--- src/rtl/div_sequencer.sv ---
`default_nettype none
// ============================================================================
// Module      : div_sequencer
// Description : Iterative radix-2 UDIV/SDIV divider and sequencing FSM that
//               sits beside the EX-stage ALU.
// Revision    : 1.0
// ============================================================================
module div_sequencer #(
  parameter int                          WIDTH            = 32,
  parameter int                          ALUCONTROL_WIDTH = 6,
  parameter logic [ALUCONTROL_WIDTH-1:0] UDIV_CODE        = 6'b101110,
  parameter logic [ALUCONTROL_WIDTH-1:0] SDIV_CODE        = 6'b101111
) (
  input  logic                        clk,
  input  logic                        reset,
  input  logic                        DivStartE,
  input  logic [ALUCONTROL_WIDTH-1:0] ALUControlE,
  input  logic [WIDTH-1:0]            SrcAE,
  input  logic [WIDTH-1:0]            SrcBE,
  input  logic                        AbortE,
  output logic                        StallDivE,
  output logic                        DivBusy,
  output logic                        DivDone,
  output logic [WIDTH-1:0]            QuotientOut,
  output logic [WIDTH-1:0]            RemainderOut,
  output logic                        DivByZero
);

  localparam int             c_CW   = (WIDTH > 1) ? $clog2(WIDTH) : 1;
  localparam logic [c_CW-1:0] c_LAST = c_CW'(WIDTH - 1);

  localparam logic [1:0] IDLE = 2'd0;
  localparam logic [1:0] RUN  = 2'd1;
  localparam logic [1:0] FIX  = 2'd2;
  localparam logic [1:0] DONE = 2'd3;

  logic [1:0]       r_state;
  logic [1:0]       w_nextState;
  logic [c_CW-1:0]  r_count;
  logic [WIDTH-1:0] r_rem;
  logic [WIDTH-1:0] r_dvd;
  logic [WIDTH-1:0] r_dvs;
  logic             r_signQ;
  logic             r_signR;
  logic [WIDTH-1:0] r_quotOut;
  logic [WIDTH-1:0] r_remOut;
  logic             r_divByZero;
  logic             r_divBusy;
  logic             r_divDone;

  logic             w_isDiv;
  logic             w_isSigned;
  logic             w_go;
  logic             w_srcBZero;
  logic [WIDTH-1:0] w_absA;
  logic [WIDTH-1:0] w_absB;
  logic [WIDTH:0]   w_diff;
  logic             w_noBorrow;
  logic [WIDTH-1:0] w_remKeep;
  logic [WIDTH-1:0] w_dvdNext;
  logic [WIDTH-1:0] w_quotFix;
  logic [WIDTH-1:0] w_remFix;

  assign w_isDiv    = (ALUControlE == UDIV_CODE) || (ALUControlE == SDIV_CODE);
  assign w_isSigned = (ALUControlE == SDIV_CODE);
  assign w_go       = DivStartE & w_isDiv & ~AbortE;
  assign w_srcBZero = (SrcBE == '0);

  // Magnitudes for SDIV; the most negative value maps onto itself, which is
  // the correct unsigned magnitude.
  assign w_absA = (w_isSigned && SrcAE[WIDTH-1]) ? -SrcAE : SrcAE;
  assign w_absB = (w_isSigned && SrcBE[WIDTH-1]) ? -SrcBE : SrcBE;

  // Shifted partial remainder needs one extra bit, since the divisor can use all WIDTH bits.
  assign w_diff     = {r_rem, r_dvd[WIDTH-1]} - {1'b0, r_dvs};
  assign w_noBorrow = ~w_diff[WIDTH];
  assign w_remKeep  = (r_rem << 1) | WIDTH'(r_dvd[WIDTH-1]);
  assign w_dvdNext  = (r_dvd << 1) | WIDTH'(w_noBorrow);

  assign w_quotFix = r_signQ ? -r_dvd : r_dvd;
  assign w_remFix  = r_signR ? -r_rem : r_rem;

  always_comb begin
    w_nextState = r_state;
    case (r_state)
      IDLE: begin
        if (w_go) begin
          w_nextState = w_srcBZero ? DONE : RUN;
        end
      end
      RUN: begin
        if (AbortE) begin
          w_nextState = IDLE;
        end else if (r_count == c_LAST) begin
          w_nextState = FIX;
        end
      end
      FIX:     w_nextState = AbortE ? IDLE : DONE;
      DONE:    w_nextState = IDLE;
      default: w_nextState = IDLE;
    endcase
  end

  always_ff @(posedge clk or negedge reset) begin
    if (!reset) begin
      r_state     <= IDLE;
      r_count     <= '0;
      r_rem       <= '0;
      r_dvd       <= '0;
      r_dvs       <= '0;
      r_signQ     <= 1'b0;
      r_signR     <= 1'b0;
      r_quotOut   <= '0;
      r_remOut    <= '0;
      r_divByZero <= 1'b0;
      r_divBusy   <= 1'b0;
      r_divDone   <= 1'b0;
    end else begin
      r_state   <= w_nextState;
      r_divBusy <= (w_nextState == RUN) || (w_nextState == FIX);
      r_divDone <= (w_nextState == DONE);

      case (r_state)
        IDLE: begin
          if (w_go) begin
            if (w_srcBZero) begin
              r_quotOut   <= '0;
              r_remOut    <= SrcAE;
              r_divByZero <= 1'b1;
            end else begin
              r_dvd   <= w_absA;
              r_dvs   <= w_absB;
              r_rem   <= '0;
              r_count <= '0;
              r_signQ <= w_isSigned & (SrcAE[WIDTH-1] ^ SrcBE[WIDTH-1]);
              r_signR <= w_isSigned & SrcAE[WIDTH-1];
            end
          end
        end
        RUN: begin
          r_rem <= w_noBorrow ? w_diff[WIDTH-1:0] : w_remKeep;
          r_dvd <= w_dvdNext;
          if (r_count != c_LAST) begin
            r_count <= r_count + c_CW'(1);
          end
        end
        FIX: begin
          // An abort here leaves the previously completed result visible.
          if (!AbortE) begin
            r_quotOut   <= w_quotFix;
            r_remOut    <= w_remFix;
            r_divByZero <= 1'b0;
          end
        end
        default: ;
      endcase
    end
  end

  assign StallDivE    = ((r_state == IDLE) && w_go && !w_srcBZero) ||
                        (r_state == RUN) || (r_state == FIX);
  assign DivBusy      = r_divBusy;
  assign DivDone      = r_divDone;
  assign QuotientOut  = r_quotOut;
  assign RemainderOut = r_remOut;
  assign DivByZero    = r_divByZero;

endmodule
`default_nettype wire

--- config.mk ---
export PLATFORM = sky130hd
export DESIGN_NAME = div_sequencer
export DESIGN_NICKNAME = d
export VERILOG_FILES = /design/src/rtl/div_sequencer.sv
export SDC_FILE = /design/constraint.sdc
export NUM_CORES = 1
export LEC_CHECK = 0
export CAP_MARGIN = 5
export CORE_MARGIN = 2
export CORE_UTILIZATION = 57
export DETAILED_ROUTE_END_ITERATION = 16
export MAX_ROUTING_LAYER = met4
export PLACE_DENSITY_LB_ADDON = 0.12
export SLEW_MARGIN = 20
export SYNTH_ARGS = -nofsm -noshare
export SYNTH_HDL_FRONTEND = slang
export SYNTH_SLANG_ARGS = --single-unit
export TNS_END_PERCENT = 1
--- constraint.sdc ---
create_clock -name clk -period 3.8 [get_ports clk]
set_input_delay 0.57 -clock clk [delete_from_list [all_inputs] [get_ports clk]]
set_output_delay 0.57 -clock clk [all_outputs]
set_load 0.02 [all_outputs]
==> results of run 1 <==
cells by family after synthesis:
group	after synthesis	share of synthesized area [%]
adders and majority gates	40	4.53
DFF	172	38.4
AOI/OAI and AO/OA	382	22.1
xor gates and xnor gates	148	11.6
buffers and inverters	123	4.24
muxes	31	2.79
and+or+nand+nor	401	16.4
worst paths after layout:
| kind | from | to | slack, ns | cells after the start |
|---|---|---|---|---|
| min in group clk | QuotientOut[27]$_DFFE_PN0P_ | QuotientOut[27]$_DFFE_PN0P_ | 0.48 | 2 |
| hold reg to reg | QuotientOut[27]$_DFFE_PN0P_ | QuotientOut[27]$_DFFE_PN0P_ | 0.48 | 2 |
| hold / removal | reset | QuotientOut[3]$_DFFE_PN0P_ | 0.17 | 1 |
| max in group asynchronous | reset | RemainderOut[29]$_DFFE_PN0P_ | 2.76 | 2 |
| setup / recovery | SrcBE[2] | StallDivE | 0.12 | 8 |
| setup reg to reg | r_dvd[31]$_DFFE_PN0P_ | r_rem[9]$_DFFE_PN0P_ | 0.34 | 16 |
state kept, by name, summed over array words and instances, names as in the netlist:
signal and flops:
DivDone 1, DivByZero 1, QuotientOut 32, r_dvs 32, DivBusy 1, r_count 5, r_dvd 32, r_rem 32
r_signQ 1, RemainderOut 32, r_state 2, r_signR 1
layout by cell type, fill, tap and decap left out, types with 3 or more instances in the layout:
cell type	count
nor2_1	94
a32oi_1	4
a22o_1	3
a31oi_1	11
inv_6	6
buf_4	39
inv_1	46
mux2i_1	29
or4_1	9
clkdlybuf4s50_1	140
o31ai_1	32
a21o_1	26
nand2_1	168
or3_1	22
o211ai_1	11
nor3_1	19
a221o_1	25
dfrtp_1	172
o22ai_1	38
nor2b_1	5
o21ai_0	135
and2_1	4
nand3b_1	3
ha_1	39
nand3_1	25
xnor2_1	49
o21bai_1	4
buf_12	6
clkbuf_16	17
nand4_1	7
or2_2	5
o41ai_1	12
nand2b_1	15
a21oi_1	39
nor4_1	7
a211oi_1	3
xor2_1	99
a22oi_1	20
and3_1	5
area by class of cell:
class                      count  area [um2]  area share (%)
tap                          265         332            2.42
multi-input combinational   1002        6480            47.4
clock buffer                  18         439            3.21
clock inverter                13         130           0.951
timing repair buffer         186        1830            13.3
inverter                      46         173            1.26
sequential                   172        4300            31.5
metal layers:
metal  GRT usage, %  share of wire [%]  vias to the layer above  wire [um]
met1           39.4                 45                     4740      13300
met4           6.80                1.3                        0        382
met2           49.8                 49                      322      14400
met5              -                  0                        -          0
met3           3.94                5.2                       30       1530
li1               -                  -                     4917          -
power groups by stage:
stage	sequential [W]	clock, W	combinational [W]
after global placement	0.00278	0	0.00449
after CTS	0.00277	0.00173	0.00459
after floorplan	0.00270	0	0.00321
after global routing	0.00284	0.00181	0.00511
final	0.00278	0.00171	0.00462
after detailed placement	0.00280	0	0.00456
worst register-to-register path: stages (launching register included):
cell	delay [ns]
dfrtp_1	0.36
inv_1	0.06
ha_1	0.22
fa_1	0.40
nand2b_1	0.19
a21oi_1	0.20
a2111oi_1	0.09
buf_4	0.15
o21ai_1	0.20
a41o_1	0.24
buf_4	0.13
a21oi_1	0.05
a311o_2	0.40
buf_4	0.20
buf_12	0.14
mux2i_1	0.16
o21ai_0	0.11
through the flow:
| step | hold WS, ns | cell area (um2) | util (%) | setup slack (ns) | power (W) |
|---|---|---|---|---|---|
| 3_3_place_gp | 0.458 | 13100 | 67.5 | 0.164 | 0.00727 |
| 5_1_grt | 0.247 | 13700 | 70.5 | -0.00103 | 0.00976 |
| 2_1_floorplan | 0.274 | 11200 | - | 0.379 | 0.00591 |
| 3_5_place_dp | 0.470 | 13100 | 67.5 | 0.124 | 0.00736 |
| 6_report | 0.174 | 13700 | 70.5 | 0.123 | 0.00911 |
| 4_1_cts | 0.222 | 13700 | 70.4 | 0.132 | 0.00909 |
==> metrics.txt, run 1 <==
Tot GR Track Use=between 20 and 30%; Synth top area share=approximately two fifths; row count=between 50 and 60; HPWL after DPL=roughly 22000 um; first-pass GRT wire length=about 48000 um; clk slew on worst S/H paths=about 0.070 ns; final hold vios=0; WP buf/inv=2; vias in the first global route=roughly 9300; Final nets=approximately 1500; Placed Instances=~1700; ys async rst share=100%; IO Count=~140; Slew HR=approximately 36%; First-pass DRT Iterations=5; RD Place Congestion=slightly above 0.9; clk_skew=approximately 0.012 ns; WL final=about 30000 um; Critical Path, Cell by Cell=clkdlybuf4s50_1 > nor4_2 > nand3b_1 > nor3_1 > nand4_1 > o31ai_4 > nand3_1 > clkdlybuf4s50_1; leading area contributor after synthesis=dfrtp_1; DRT iter0 DRCs=approximately 700; Worst-Skew Late Latency=around 0.43 ns; power share of the sequential group=a little under a third; Slowest cell on crit path=clkdlybuf4s50_1; Non-Filler Instances=1702; die height=approximately 140 um; Comb pwr share=50.7%; Initial Utilization=57.8%; Placeable Area=between 15000 and 20000 um2; post-synthesis sequential area ratio=a little under two fifths; Pwr Density=~670 nW/um2; Max H-tree Level=4; share of total power in the clock network=18.8%; vias per inst=roughly 6; Routed wire per std cell=around 17 um; CP dominant cell by count=clkdlybuf4s50_1; layout overhead on the synthesized area=22.0%; min Tclk post-route=between 3 and 4 ns; critical path fanouts, max=2; Post-CTS Setup Inserts=0; delay-heaviest family, CP=simple AND/OR/NAND/NOR gates; Final ANT Viol Nets=0; CTS sink cnt=about 170; share of post-route cells with drive strength above 1=6.68%; status=complete, no violations; remaining global-route overflow=0; Synth Warn #=0; Critical Path End Type=output port; ys flop type=dfrtp_1; Commonest cells post-synth=dfrtp_1, nand2_1, o21ai_0; CTS root buf=clkbuf_16; number of synthesized flops with an enable pin=0; count leader, synth=dfrtp_1; leakage power=~5.8 nW; Hold Crit Class=in2async; sw power=around 0.0038 W; drt drc=0; CP Launch Type=input port; Post-CTS Hold Fix Bufs=0; via count=between 10000 and 15000; final slew viol count=0; Area contributors post-synth=dfrtp_1, xor2_1, o21ai_0, nand2_1, ha_1; PostCTS Resize Cnt=0; fraction of power spent switching nets=a little over 40%; Fin Setup TNS=0 ns; Distinct cells, synth=58; Yosys reg bits=approximately 170; filler cell count=about 1600; fmax=0.272 GHz; initial antenna violation count=0; Mapped Area=~11000 um2; Port Buffer Count=approximately 140; max-cap violations=0; Final Cycle Share=a little over nine tenths; CTS Buf Count=17; Peak VDD IR=between 0.4 and 0.5 mV; largest net degree at the start of global routing=85; critical path class=in2out; WP data arrival=3.11 ns; slowest stage delay, CP=~0.54 ns; CTS max path bufs=2; Tightest Pin Transition=0.964 ns; CTS tree=built; Avg Cell Area, Syn=about 8.6 um2; Die W=144 um; final setup violation count=0; antenna diode count=0; required time of the critical path=3.23 ns; syn_nets=1411; cell count after synthesis=1297; total die area=20800 um2; Cell Int Power=0.00536 W
Power figures use the tool's default switching activity.
==> run 2, diff against run 1 <==
--- a/config.mk
+++ b/config.mk
@@ -7,7 +7,9 @@
 export LEC_CHECK = 0
 export CAP_MARGIN = 5
 export CORE_MARGIN = 2
-export CORE_UTILIZATION = 57
+export CORE_UTILIZATION = 58
+export CTS_BUF_LIST = sky130_fd_sc_hd__clkbuf_2
+export CTS_CLUSTER_DIAMETER = 80
 export DETAILED_ROUTE_END_ITERATION = 16
 export MAX_ROUTING_LAYER = met4
 export PLACE_DENSITY_LB_ADDON = 0.12
==> run 2 against run 1 <==
Against the previous run:
- final cell count decreased by 0.18%
- die area decreased by 1.7%
- power decreased by 7.4%
- fmax decreased by 0.40%
- critical path depth decreased by 1
- combinational power decreased by 3%
- final area decreased by 2.1%
- wire length decreased by 3.3%
- clock skew increased by 0.032 ns
- via count increased by 0.35%
- sequential power about the same
- flip-flop and latch count unchanged
- largest power group unchanged
==> metrics.txt, run 2 (same netlist as run 1, synthesis figures left out) <==
WL final=28600 um; Slowest cell on crit path=clkdlybuf4s50_1; R2R Path Start=r_dvs[0]$_DFFE_PN0P_; Final ANT Viol Nets=0; critical path class=in2out; CTS max path bufs=2; Initial Utilization=59.5%; clk_skew=0.0438 ns; leakage power=around 5.7 nW; filler cell count=about 1500; final setup violation count=0; Peak VDD IR=around 0.3 mV; DRT iter0 DRCs=~750; CTS Buf Count=17; Critical Path Start=SrcBE[17]; fmax=0.271 GHz; CP Launch Type=input port; Critical Path, Cell by Cell=clkdlybuf4s50_1 > or3_1 > nor4_1 > nand4_1 > o31ai_4 > nand3_1 > clkdlybuf4s50_1; worst hold slack=about 0.31 ns; vias per inst=5.91; most frequent cells in the layout=dfrtp_1, nand2_1, clkdlybuf4s50_1; Max H-tree Level=4; layout overhead on the synthesized area=19.4%; critical path fanouts, max=4; remaining global-route overflow=0; R2R Setup Slk=about 0.32 ns; First-pass DRT Iterations=5; CP Depth=7; share of post-route cells with drive strength above 1=about 6.5%; min Tclk post-route=3.69 ns; commonest non-fill, non-tap cell in the layout=dfrtp_1; Final nets=between 1500 and 2000; total die area=20500 um2; Tot GR Track Use=about 30%; final slew viol count=0; worst setup path endpoint=StallDivE; IO Count=roughly 140; die height=around 140 um; status=complete, no violations; RSZ-0062 raised after global routing=false; RR Endpoint=r_rem[8]$_DFFE_PN0P_; vias in the first global route=about 9500; CTS tree=built; Hold Crit Class=in2async; Port Buffer Count=roughly 140; initial antenna violation count=1; row count=50; slowest stage delay, CP=0.54 ns; drt drc=0; CP dominant cell by count=clkdlybuf4s50_1; Fin Setup TNS=0 ns; Final Cycle Share=a little over nine tenths; Die W=roughly 140 um; delay-heaviest family, CP=simple AND/OR/NAND/NOR gates; largest net degree at the start of global routing=71; clk slew on worst S/H paths=0.28 ns; RD Place Congestion=~0.96; WP buf/inv=2; Critical Path End Type=output port; Tightest Pin Transition=just over 0.9 ns; Slew HR=around two fifths; CTS root buf=clkbuf_2; required time of the critical path=around 3.2 ns; first-pass GRT wire length=47500 um; Pwr Density=approximately 630 nW/um2; reg2reg path depth=15; Worst-Skew Late Latency=~0.78 ns; Placeable Area=approximately 19000 um2; Routed wire per std cell=16.9 um; CTS sink cnt=approximately 170; max-cap violations=0; final hold vios=0; via count=10044; WP data arrival=3.12 ns; HPWL after DPL=around 22000 um
run 2: final cells by class:
cell class | count | area [um2] | share of cell area (%)
Sequential cell | 172 | 4300 | 32.1
Multi-Input combinational cell | 1002 | 6470 | 48.3
Inverter | 46 | 173 | 1.29
Antenna cell | 1 | 2.50 | 0.0187
Tap cell | 260 | 325 | 2.43
Clock inverter | 14 | 205 | 1.53
Clock buffer | 18 | 90.1 | 0.673
Timing Repair Buffer | 186 | 1830 | 13.6
run 2: power by group:
group	total [W]	internal [W]	leakage, nW	switching, W
sequential	0.00278	0.00221	2.14	0.000566
combinational	0.00450	0.00217	3.34	0.00233
clock	0.00116	0.000454	0.173	0.000705
total	0.00844	0.00484	5.65	0.00360
run 2: worst min-delay path by stage:
stage	slack, ns	startpoint	cells past startpoint	endpoint
floorplan	0.27	reset	0	DivBusy$_DFF_PN0_
detailed placement	0.47	DivByZero$_DFFE_PN0P_	1	DivByZero$_DFFE_PN0P_
CTS	0.30	reset	2	QuotientOut[8]$_DFFE_PN0P_
finish	0.31	reset	2	RemainderOut[4]$_DFFE_PN0P_
global route	0.30	reset	2	RemainderOut[4]$_DFFE_PN0P_
global placement	0.46	DivByZero$_DFFE_PN0P_	1	DivByZero$_DFFE_PN0P_
run 2: metrics by stage:
step	std cells	area, um2	worst slack [ns]	util [%]	total power, W
CTS	1698	13400	0.133	71.1	0.00841
global route	1699	13400	0.00976	71.1	0.00908
detailed placement	1665	13100	0.0889	69.5	0.00726
floorplan	1297	11200	0.379	-	0.00591
global placement	1665	13100	0.158	69.5	0.00717
finish	1699	13400	0.109	71.1	0.00844
run 2: repair_timing:
item | CTS | global route
resized for setup | 0 | 2
buffers inserted | 0 | 0
setup endpoints to repair | 0 | 2
hold endpoints to repair | 66 | 0
hold buffers | 1 | 0
run 2: per-layer routing:
metal | part of all wire, % | global-route usage (%) | routed length, um | vias to the layer above
met4 | 1.6 | 7.61 | 452 | 0
met3 | 5.2 | 4.80 | 1490 | 46
li1 | - | - | - | 4930
met1 | 44 | 38.4 | 12700 | 4778
met5 | 0 | - | 0 | -
met2 | 49 | 49.6 | 14000 | 290
